### config.mk
export PLATFORM = sky130hd
export DESIGN_NAME = dense_seq
export DESIGN_NICKNAME = d
export VERILOG_FILES = /design/src/rtl/dense_seq.sv
export SDC_FILE = /design/constraint.sdc
export NUM_CORES = 2
export LEC_CHECK = 0
export ABC_AREA = 1
export ABC_CLOCK_PERIOD_IN_PS = 13100
export CAP_MARGIN = 20
export CORE_AREA = 2 2 453 455
export CTS_CLUSTER_DIAMETER = 100
export CTS_CLUSTER_SIZE = 24
export DETAILED_ROUTE_END_ITERATION = 10
export DIE_AREA = 0 0 455 457
export GPL_ROUTABILITY_DRIVEN = 0
export PLACE_DENSITY = 0.56
export SYNTH_ARGS = -nofsm -noshare
export SYNTH_HDL_FRONTEND = slang
export SYNTH_SLANG_ARGS = --single-unit
### constraint.sdc
create_clock -name clk -period 13.1 [get_ports clk]
set_clock_uncertainty 0.15 [all_clocks]
set_input_delay 2.62 -clock clk [delete_from_list [all_inputs] [get_ports clk]]
set_output_delay 2.62 -clock clk [all_outputs]
set_load 0.05 [all_outputs]
### src/rtl/dense_seq.sv
// dense_seq: sequential fixed-point fully-connected layer, one MAC, external synchronous weight memory.
// Latency: 1 start + IN_NUM load + OUT_NUM*(IN_NUM+2) cycles, then a done_o cycle; DENSE_SEQ_RELU_EN clamps negatives to 0.
// Backpressure: a stalled result holds data/idx/last and suspends weight reads until out_ready_i.
module dense_seq #(
  parameter  int IN_NUM     = 64,
  parameter  int OUT_NUM    = 16,
  parameter  int DATA_WIDTH = 16,
  parameter  int FRAC       = 8,
  parameter  int ACC_WIDTH  = 40,
  localparam int AW = (IN_NUM * OUT_NUM > 1) ? $clog2(IN_NUM * OUT_NUM) : 1,
  localparam int OW = (OUT_NUM > 1) ? $clog2(OUT_NUM) : 1
) (
  input  logic                          clk,
  input  logic                          rst,
  input  logic                          start_i,
  output logic                          busy_o,
  output logic                          done_o,
  input  logic                          in_valid_i,
  input  logic [DATA_WIDTH-1:0]         in_data_i,
  output logic                          in_ready_o,
  output logic                          w_en_o,
  output logic [AW-1:0]                 w_addr_o,
  input  logic [DATA_WIDTH-1:0]         w_data_i,
  input  logic [OUT_NUM*DATA_WIDTH-1:0] bias_i,
  output logic                          out_valid_o,
  input  logic                          out_ready_i,
  output logic [DATA_WIDTH-1:0]         out_data_o,
  output logic [OW-1:0]                 out_idx_o,
  output logic                          out_last_o
);

  localparam int LW = $clog2(IN_NUM);
  localparam int IW = $clog2(IN_NUM + 1);

  localparam logic signed [ACC_WIDTH:0] RND_HALF = (ACC_WIDTH+1)'(1) << (FRAC - 1);
  localparam logic signed [ACC_WIDTH:0] SAT_MAX  =
    {{(ACC_WIDTH-DATA_WIDTH+2){1'b0}}, {(DATA_WIDTH-1){1'b1}}};
  localparam logic signed [ACC_WIDTH:0] SAT_MIN  =
    {{(ACC_WIDTH-DATA_WIDTH+2){1'b1}}, {(DATA_WIDTH-1){1'b0}}};

  typedef enum logic [2:0] {
    S_IDLE,
    S_LOAD,
    S_MAC,
    S_OUT,
    S_DONE
  } state_t;

  state_t state_q, state_d;

  logic [LW-1:0]                 i_q;
  logic [IW-1:0]                 c_q;
  logic [OW-1:0]                 o_q;
  logic signed [ACC_WIDTH-1:0]   acc_q, acc_d;
  logic signed [DATA_WIDTH-1:0]  res_q, res_d;
  logic signed [DATA_WIDTH-1:0]  in_buf [IN_NUM];

  logic                          last_in, mac_last, o_last;
  logic [LW-1:0]                 pidx;
  logic signed [DATA_WIDTH-1:0]  bias_sel;
  logic signed [2*DATA_WIDTH-1:0] prod;
  logic signed [ACC_WIDTH:0]     rnd_sum, rnd_sh;

  assign last_in  = (i_q == LW'(IN_NUM - 1));
  assign mac_last = (c_q == IW'(IN_NUM));
  assign o_last   = (o_q == OW'(OUT_NUM - 1));
  assign pidx     = LW'(c_q - IW'(1));
  assign bias_sel = bias_i[int'(o_q)*DATA_WIDTH +: DATA_WIDTH];

  assign out_data_o = res_q;
  assign out_idx_o  = o_q;

  always_ff @(posedge clk) begin
    if (rst) state_q <= S_IDLE;
    else     state_q <= state_d;
  end

  always_comb begin
    state_d     = state_q;
    busy_o      = (state_q != S_IDLE);
    done_o      = (state_q == S_DONE);
    in_ready_o  = (state_q == S_LOAD);
    w_en_o      = 1'b0;
    w_addr_o    = '0;
    out_valid_o = 1'b0;
    out_last_o  = 1'b0;
    case (state_q)
      S_IDLE: if (start_i) state_d = S_LOAD;
      S_LOAD: if (in_valid_i && last_in) state_d = S_MAC;
      S_MAC: begin
        if (c_q < IW'(IN_NUM)) begin
          w_en_o   = 1'b1;
          w_addr_o = AW'(o_q) * AW'(IN_NUM) + AW'(c_q);
        end
        if (mac_last) state_d = S_OUT;
      end
      S_OUT: begin
        out_valid_o = 1'b1;
        out_last_o  = o_last;
        if (out_ready_i) state_d = o_last ? S_DONE : S_MAC;
      end
      S_DONE:  state_d = S_IDLE;
      default: state_d = S_IDLE;
    endcase
  end

  // c=0 seeds the bias; later cycles consume the weight fetched one cycle earlier.
  always_comb begin
    prod  = in_buf[pidx] * $signed(w_data_i);
    acc_d = acc_q;
    if (c_q == '0)
      acc_d = {{(ACC_WIDTH-DATA_WIDTH){bias_sel[DATA_WIDTH-1]}}, bias_sel} <<< FRAC;
    else
      acc_d = acc_q + {{(ACC_WIDTH-2*DATA_WIDTH){prod[2*DATA_WIDTH-1]}}, prod};

    rnd_sum = {acc_d[ACC_WIDTH-1], acc_d} + RND_HALF;
    rnd_sh  = rnd_sum >>> FRAC;
    if (rnd_sh > SAT_MAX)      res_d = SAT_MAX[DATA_WIDTH-1:0];
    else if (rnd_sh < SAT_MIN) res_d = SAT_MIN[DATA_WIDTH-1:0];
    else                       res_d = rnd_sh[DATA_WIDTH-1:0];
`ifdef DENSE_SEQ_RELU_EN
    if (res_d[DATA_WIDTH-1]) res_d = '0;
`endif
  end

  always_ff @(posedge clk) begin
    if (rst) begin
      i_q   <= '0;
      c_q   <= '0;
      o_q   <= '0;
      acc_q <= '0;
      res_q <= '0;
    end else begin
      case (state_q)
        S_IDLE: begin
          i_q <= '0;
          c_q <= '0;
          o_q <= '0;
        end
        S_LOAD: if (in_valid_i) i_q <= last_in ? '0 : i_q + LW'(1);
        S_MAC: begin
          acc_q <= acc_d;
          c_q   <= mac_last ? '0 : c_q + IW'(1);
          if (mac_last) res_q <= res_d;
        end
        S_OUT:   if (out_ready_i && !o_last) o_q <= o_q + OW'(1);
        S_DONE:  o_q <= '0;
        default: ;
      endcase
    end
  end

  // Vector storage needs no reset: it is always fully rewritten before use.
  always_ff @(posedge clk) begin
    if (!rst && state_q == S_LOAD && in_valid_i) in_buf[i_q] <= $signed(in_data_i);
  end

endmodule

==> metrics <==
outcome=finished, final reports clean; Worst path depth=54; H-tree depth=2; Crit path buffers/inverters=9; FP Rows=166; P&R area growth vs syn=14.1%; top post-synthesis cells by area=edfxtp_1, fa_1, nand2_1; Post-Syn Area per Cell=10.0 um^2; RSZ-0062 raised after global routing=false; CTS buffer count=53; Crit. End Element=flop; clk root buf=clkbuf_16; Slew Limit Fails=0; largest net degree at the start of global routing=176; Worst Path Required=13.52 ns; first-pass GRT wire length=289000 um; gr usage total=18.1%; FMAX=80.8 MHz; port buffer count=328; CTS clk-pin slew, worst paths=0.10 ns; share of cells above drive strength 1=6.53%; Post-Syn Area=60600 um^2; Mapped Cells=6035; period utilization=94.5%; grt ovf=0; later-pin clock latency in the skew report=0.70 ns; Wirelength per Cell=21.7 um; post-route cell area=69100 um^2; CTS tree=done; Die Span Y=457 um; # IOs=329; first drt pass iteration count=6; Synth area leader=edfxtp_1; via count=46400; DIE AREA=208000 um^2; CTS Sinks=1100; synth warn=0; register bit total from synthesis=1100; Max transition margin=29.2%; initial antenna violation count=7; Post-synth EDFFs=1024; final setup violation count=0; core area=203000 um^2; Min-Delay Path Class=reg -> reg; vias in the first global route=44600; family with the most delay on the worst path=adder cells; Worst EP arrival=12.79 ns; maximum clock path buffer count=3; Detail Placement HPWL=131000 um; hold path cells=2; Nets=6996; Syn Nets=6723; DRC viols=0; Crit Path Class=reg -> reg; 1st-iter DRT viols=5167; mux share of post-synthesis cell area=0%; WL final=195000 um; adder-cell share of the synthesized area=11.4%; Post-DP Area=67500 um^2; Post-synth top cells=nand2_1, edfxtp_1, inv_1; worst-path maximum fanout=150; Synth Area in Compound Gates=12.1%; largest stage delay on the critical path=0.62 ns; post-synthesis simple-gate area fraction=15.9%; FF-to-FF path depth=54; Worst-Margin Slew=1.06 ns; min cycle time layout=12.38 ns; Hold Slack=0.328 ns; ANT nets after route=0; Top cell by count, worst path=nand2_1; post-synthesis xor/xnor area fraction=0.708%; main combinational cell family by area after synthesis=simple AND/OR/NAND/NOR gates; Setup TNS Final=0 ns; ys async rst share=0%; final hold violation count=0; initial core utilization=29.8%; top-count cell post-synth=nand2_1; CP Launch Type=flop; sequential share of the synthesized area=53.3%; top cell type's share of synthesized area=50.8%; Die Wd=455 um; via/cell ratio=5.14; max cap viols=0; Unique masters post-synth=64; main flop type after synthesis=edfxtp_1; CP max-delay cell=o311ai_1
layer usage:
| layer | global-route usage [%] | routed length, um | part of all wire (%) | vias up |
|---|---|---|---|---|
| met5 | 0 | 8 | 0.0041 | - |
| met4 | 3.64 | 4070 | 2.1 | 2 |
| met3 | 2.49 | 14700 | 7.5 | 213 |
| met2 | 29.7 | 91700 | 47 | 1814 |
| met1 | 25.5 | 84900 | 43 | 23000 |
| li1 | - | - | - | 21300 |
worst register-to-register path: cells and delay by family, from the launching register on:
family,cells,cell delay (ns)
and+or+nand+nor,25,3.35
AOI/OAI and AO/OA,11,2.93
buffers and inverters,9,1.30
adders and majority gates,8,3.74
xor gates and xnor gates,1,0.28
DFF,1,0.48
cells by family after synthesis:
logic type | Yosys count
AO/OA/AOI/OAI | 1165
AND/OR/NAND/NOR | 2348
XOR/XNOR | 49
flip-flops | 1100
buffers and inverters | 978
adder cells (fa/ha/maj) | 395
registers in the layout, summed over array words and instances, names as in the netlist:
name        count
acc_q          40
c_q             7
i_q             6
in_buf       1024
out_data_o     16
out_idx_o       4
state_q         3
final timing paths:
check	endpoint	slack, ns	start
setup reg to reg	out_data_o[14]$_SDFFE_PP0P_	0.72	c_q[0]$_SDFFE_PP0P_
setup / recovery	out_data_o[14]$_SDFFE_PP0P_	0.72	c_q[0]$_SDFFE_PP0P_
hold reg to reg	acc_q[0]$_SDFFE_PP0P_	0.33	acc_q[0]$_SDFFE_PP0P_
hold / removal	acc_q[0]$_SDFFE_PP0P_	0.33	acc_q[0]$_SDFFE_PP0P_
layout by cell type (no fill, tap or decap), drive strengths merged, types with 47 or more instances in the layout:
| master | count |
|---|---|
| buf | 222 |
| clkbuf | 67 |
| nand3 | 238 |
| fa | 263 |
| a32o | 55 |
| ha | 132 |
| clkdlybuf4s50 | 312 |
| inv | 660 |
| nand4 | 47 |
| o21ai | 218 |
| a21oi | 532 |
| edfxtp | 1024 |
| dfxtp | 76 |
| nand2 | 1414 |
| a221oi | 174 |
| o211ai | 52 |
| nor2 | 591 |
stage by stage:
step | util, % | worst slack (ns) | instances
after floorplan | - | 1.89 | 6035
after CTS | 33.9 | 0.318 | 9012
after detailed placement | 33.2 | 0.352 | 8937
after global placement | 33.2 | 0.245 | 8936
after global routing | 34.0 | 0.0103 | 9017
final | 34.0 | 0.723 | 9018
area by class of cell:
class	instances	area [um^2]
antenna	2	5.00
clock buffer	66	1380
clock inverter	9	121
fill	20400	134000
inverter	661	2520
multi-input combinational	3957	24500
sequential	1100	32300
tap	2688	3360
timing repair buffer	535	4990
what timing repair did:
action / in CTS / in global routing
setup buffers: 0 / 3
resized for setup: 0 / 38
setup endpoints to repair: 0 / 16
hold buffers: 0 / 0
Power is left out: the tool's default activity adds up to more than one toggle a clock period on the data nets, which glitch-free logic cannot reach.
